File: src/rtl/reg_cmd_pkg.sv
// Shared opcodes, FSM state encoding and read timeout for the register command controller.
package reg_cmd_pkg;

   localparam logic [7:0] CMD_WR     = 8'hAA;
   localparam logic [7:0] CMD_RD     = 8'hBB;
   localparam int         RD_TIMEOUT = 4;

   typedef enum logic [2:0] {
      IDLE    = 3'd0,
      WR_ADDR = 3'd1,
      WR_DATA = 3'd2,
      RD_ADDR = 3'd3,
      RD_WAIT = 3'd4,
      TX_SEND = 3'd5
   } state_t;

endpackage

File: src/rtl/reg_cmd_ctrl.sv
// Decodes serial byte frames (AA addr data / BB addr) into register-file writes and reads,
// returning read data to the transmitter and flagging malformed or unexpected bytes.
module reg_cmd_ctrl
   import reg_cmd_pkg::*;
#(
   parameter int dataWidth = 8,
   parameter int addrWidth = 4
) (
   input  logic                 clk,
   input  logic                 rst,
   input  logic [dataWidth-1:0] rx_data,
   input  logic                 rx_valid,
   input  logic [dataWidth-1:0] rf_rdData,
   input  logic                 rf_rdData_valid,
   input  logic                 tx_busy,
   output logic [dataWidth-1:0] rf_wrData,
   output logic [addrWidth-1:0] rf_addr,
   output logic                 rf_wrEn,
   output logic                 rf_rdEn,
   output logic [dataWidth-1:0] tx_data,
   output logic                 tx_valid,
   output logic                 cmd_err,
   output logic                 busy
);

   localparam logic [dataWidth-1:0] ADDR_MASK    = {dataWidth{1'b1}} << addrWidth;
   localparam logic [2:0]           TIMEOUT_LAST = 3'(RD_TIMEOUT - 1);

   state_t     state;
   logic [2:0] wait_cnt;
   logic       addr_legal;

   // An address byte is only usable if nothing is set above the register address range.
   assign addr_legal = (rx_data & ADDR_MASK) == '0;
   assign busy       = (state != IDLE);

   // Strobes default low every cycle so each one is a single-cycle pulse; data outputs
   // only change when a frame loads them, so they hold between commands.
   always_ff @(posedge clk) begin
      if (rst) begin
         state     <= IDLE;
         wait_cnt  <= '0;
         rf_addr   <= '0;
         rf_wrData <= '0;
         tx_data   <= '0;
         rf_wrEn   <= 1'b0;
         rf_rdEn   <= 1'b0;
         tx_valid  <= 1'b0;
         cmd_err   <= 1'b0;
      end else begin
         rf_wrEn  <= 1'b0;
         rf_rdEn  <= 1'b0;
         tx_valid <= 1'b0;
         cmd_err  <= 1'b0;
         case (state)
            IDLE: begin
               if (rx_valid) begin
                  if (rx_data == dataWidth'(CMD_WR)) begin
                     state <= WR_ADDR;
                  end else if (rx_data == dataWidth'(CMD_RD)) begin
                     state <= RD_ADDR;
                  end else begin
                     cmd_err <= 1'b1;
                  end
               end
            end
            WR_ADDR: begin
               if (rx_valid) begin
                  if (addr_legal) begin
                     rf_addr <= rx_data[addrWidth-1:0];
                     state   <= WR_DATA;
                  end else begin
                     cmd_err <= 1'b1;
                     state   <= IDLE;
                  end
               end
            end
            WR_DATA: begin
               if (rx_valid) begin
                  rf_wrData <= rx_data;
                  rf_wrEn   <= 1'b1;
                  state     <= IDLE;
               end
            end
            RD_ADDR: begin
               if (rx_valid) begin
                  if (addr_legal) begin
                     rf_addr  <= rx_data[addrWidth-1:0];
                     rf_rdEn  <= 1'b1;
                     wait_cnt <= '0;
                     state    <= RD_WAIT;
                  end else begin
                     cmd_err <= 1'b1;
                     state   <= IDLE;
                  end
               end
            end
            RD_WAIT: begin
               if (rx_valid) begin
                  cmd_err <= 1'b1;
               end
               // Read data wins over the timeout if both land on the final wait cycle.
               if (rf_rdData_valid) begin
                  tx_data <= rf_rdData;
                  state   <= TX_SEND;
               end else if (wait_cnt == TIMEOUT_LAST) begin
                  cmd_err <= 1'b1;
                  state   <= IDLE;
               end else begin
                  wait_cnt <= wait_cnt + 3'd1;
               end
            end
            TX_SEND: begin
               if (rx_valid) begin
                  cmd_err <= 1'b1;
               end
               if (!tx_busy) begin
                  tx_valid <= 1'b1;
                  state    <= IDLE;
               end
            end
            default: state <= IDLE;
         endcase
      end
   end

endmodule

File: config.mk
export PLATFORM = sky130hd
export DESIGN_NAME = reg_cmd_ctrl
export DESIGN_NICKNAME = d
export VERILOG_FILES = /design/src/rtl/reg_cmd_pkg.sv /design/src/rtl/reg_cmd_ctrl.sv
export SDC_FILE = /design/constraint.sdc
export NUM_CORES = 1
export LEC_CHECK = 0
export CORE_UTILIZATION = 40
export DETAILED_ROUTE_END_ITERATION = 6
export GPL_TIMING_DRIVEN = 0
export HOLD_SLACK_MARGIN = 0.1
export PLACE_DENSITY = 0.79
export RECOVER_POWER = 100
export SETUP_SLACK_MARGIN = 0.15
export SKIP_CTS_REPAIR_TIMING = 1
export SLEW_MARGIN = 25
export SYNTH_ARGS = -nofsm -noshare
export SYNTH_HDL_FRONTEND = slang
export SYNTH_SLANG_ARGS = --single-unit
File: constraint.sdc
create_clock -name clk -period 1.4 [get_ports clk]
set_clock_uncertainty 0.05 [all_clocks]
set_input_delay 0.28 -clock clk [delete_from_list [all_inputs] [get_ports clk]]
set_output_delay 0.28 -clock clk [all_outputs]
set_load 0.01 [all_outputs]
==> results.json, run 1 <==
{
  "slowest_stage": "or3_4",
  "synth_cells": 156,
  "fp.coreArea_sq_um": 3103,
  "antenna_found_initial": 0,
  "synth_area_sq_um": 1326,
  "critical_path.top_delay_family": "simple AND/OR/NAND/NOR gates",
  "grt_pass1_vias": 1306,
  "slew_viol_final": 0,
  "drt-initial-drc-count": 76,
  "max_freq_mhz": 600.4,
  "first_pass_iters": 4,
  "post-route-min-period_ns": 1.665,
  "syn_area_per_cell_sq_um": 8.502,
  "worst_pin_slew_ns": 0.5197,
  "grt_pass1_wl_mm": 5.713,
  "pre_cts_ws_ns": -0.6045,
  "synth_edf_count": 0,
  "slew-limit-headroom": 0.6517,
  "die_h_um": 59.58,
  "violations": "negative setup slack",
  "cts_root_buf": "clkbuf_4",
  "clock_sinks": 30,
  "seq_area_frac_synth": 0.4528,
  "leakage_nw": 1.120,
  "worst_slack_ns": -0.2655,
  "grt.overflow.total": 0,
  "cts_tree": "yes",
  "insertion_delay_ns": 0.33,
  "dieArea_sq_um": 3550,
  "nets": 235,
  "cp_max_fo": 8,
  "track_usage": 0.2172,
  "synth_seq_cells": 30,
  "fin_area_sq_um": 2120,
  "gp_congestion": 0.9051,
  "place_hpwl_mm": 2.562,
  "maxCapViolCount": 0,
  "mostFrequentLayoutCell": "nand2_1",
  "crit_top_cell": "buf_6",
  "drcViolationCount": 0,
  "wl_per_cell_um": 15.20,
  "ys.warnings.count": 0,
  "required_ns": 1.07,
  "final-setup-viol-count": 26,
  "cts-buffers-inserted": 5,
  "synth_ff_type": "dfxtp_1",
  "power_mw": 2.504,
  "drive_above_1_share": 0.2207,
  "multiInputGateArea_sq_um": 795.8,
  "final_cell_mix": "34 x nand2_1, 26 x dfxtp_1, 21 x a21oi_1",
  "max_stage_delay_ns": 0.39,
  "crit_chain": "buf_6 > or3_4 > buf_6",
  "rsz0062_at_grt": "yes",
  "synth_fp_nets": 179,
  "hold_class": "primary input to flip-flop",
  "ioPinCount": 46,
  "port-buffer-count": 45,
  "ir_drop_mv": 0.6633,
  "area_delta_synth_final_pct": 59.81,
  "via_per_inst": 5.451,
  "hold_viol": 0,
  "critPathLaunchType": "flip-flop",
  "clk_pin_slew_ns": 0.09,
  "status": "finished with violations",
  "vias": 1401,
  "num_rows": 20,
  "diodes": 0,
  "nFillCells": 252,
  "setup_tns_ns": -2.864,
  "cts_max_level": 2,
  "die_w_um": 59.58,
  "wl_mm": 3.906,
  "clockBufferDepth": 2,
  "fin_crit_sh": 1.190,
  "power_density_nw_per_um2": 1182,
  "arrival_ns": 1.34,
  "synth_cell_types": 39,
  "async_reset_ff_frac": 0,
  "placed_area_sq_um": 1864,
  "worst-path-buf-inv": 2,
  "seqCellArea_sq_um": 608.1,
  "start_util": 0.4274,
  "grt_max_degree": 11,
  "final_antenna_net_count": 0,
  "crit_type": "flip-flop to primary output",
  "endpoint_kind": "primary output"
}
## layer usage
metal  track usage  share of wire  up-vias  wire length [um]
li1              -              -      673                 -
met1        0.2534           0.38      653              1503
met2        0.3483           0.52       66              2022
met3       0.06769          0.079        9               308
met4        0.1296          0.018        0                72
met5             0              0        -                 0
## cell families after synthesis
group | count (synthesis) | share of synthesized area
compound gates | 37 | 0.1689
xor+xnor | 1 | 0.006605
fa+ha+maj | 2 | 0.01886
buf+inv | 10 | 0.03490
flops | 30 | 0.4528
mux | 4 | 0.03019
simple gates | 72 | 0.2877
## layout make-up
type | count | share of cell area
multi-input combinational | 116 | 0.3754
sequential | 30 | 0.2869
timing repair buffer | 49 | 0.2509
buffer | 8 | 0.02893
clock buffer | 7 | 0.02597
tap | 44 | 0.02597
inverter | 2 | 0.003542
clock inverter | 1 | 0.002361
## sequential cells by signal (all words and copies together), names as in the netlist
name / count
rf_rdEn: 1
wait_cnt: 3
rf_wrData: 8
state: 3
tx_valid: 1
cmd_err: 1
rf_wrEn: 1
rf_addr: 4
tx_data: 8
## path summary, 6_finish.rpt
path                                                 from                         to  slack, ns  cells after the start
worst max-delay path                state[0]$_SDFFE_PP0P_                       busy      -0.27                      3
worst min-delay path                           rx_data[5]  rf_wrData[5]$_SDFFE_PP0P_       0.27                      3
worst max register to register      state[2]$_SDFFE_PP0P_      state[0]$_SDFFE_PP0P_      -0.21                      4
worst min register to register  rf_wrData[3]$_SDFFE_PP0P_  rf_wrData[3]$_SDFFE_PP0P_       0.41                      2
## power by group
part	switching, mW	leakage (nW)	internal (mW)	total, mW
combinational	0.494	0.840	0.470	0.964
sequential	0.0626	0.245	0.937	1.00
clock	0.297	0.0353	0.243	0.540
## per-stage QoR
stage / hold WS [ns] / utilization / cells
3_5_place_dp: 0.4010 / 0.6008 / 245
6_report: 0.2705 / 0.6831 / 257
3_3_place_gp: 0.3918 / 0.6008 / 245
5_1_grt: 0.2884 / 0.6831 / 257
2_1_floorplan: 0.3660 / - / 156
4_1_cts: 0.4128 / 0.6202 / 253
## worst register-to-register path: cells and delay by family (launching register included)
kind	cells	cell delay, ns
DFF	1	0.42
and+or+nand+nor	2	0.79
AOI/OAI and AO/OA	2	0.24
## cells in the mapped netlist, types with 2 or more instances
cell type	n	area, sq um
ha_1	2	25.02
or3_1	3	18.77
clkbuf_1	6	22.52
nor3b_1	2	15.01
mux2i_1	4	40.04
and4_1	2	17.52
o2111ai_1	2	17.52
dfxtp_1	30	600.6
o21ai_0	2	10.01
a31oi_1	2	12.51
nor4b_1	2	17.52
nand3_1	3	15.01
nor3_1	3	15.01
a21oi_1	23	115.1
inv_1	2	7.510
nand2_1	34	127.6
nand3b_1	3	22.52
nor2b_1	2	12.51
nor2_1	9	33.78
No activity file was read; power rests on OpenSTA's default activity.
==> run 2, diff against run 1 <==
Settings changed: SLEW_MARGIN 25 to 20.
==> results of run 2 <==
Same layout as run 1: the final DEF is identical, and so are final timing and power.
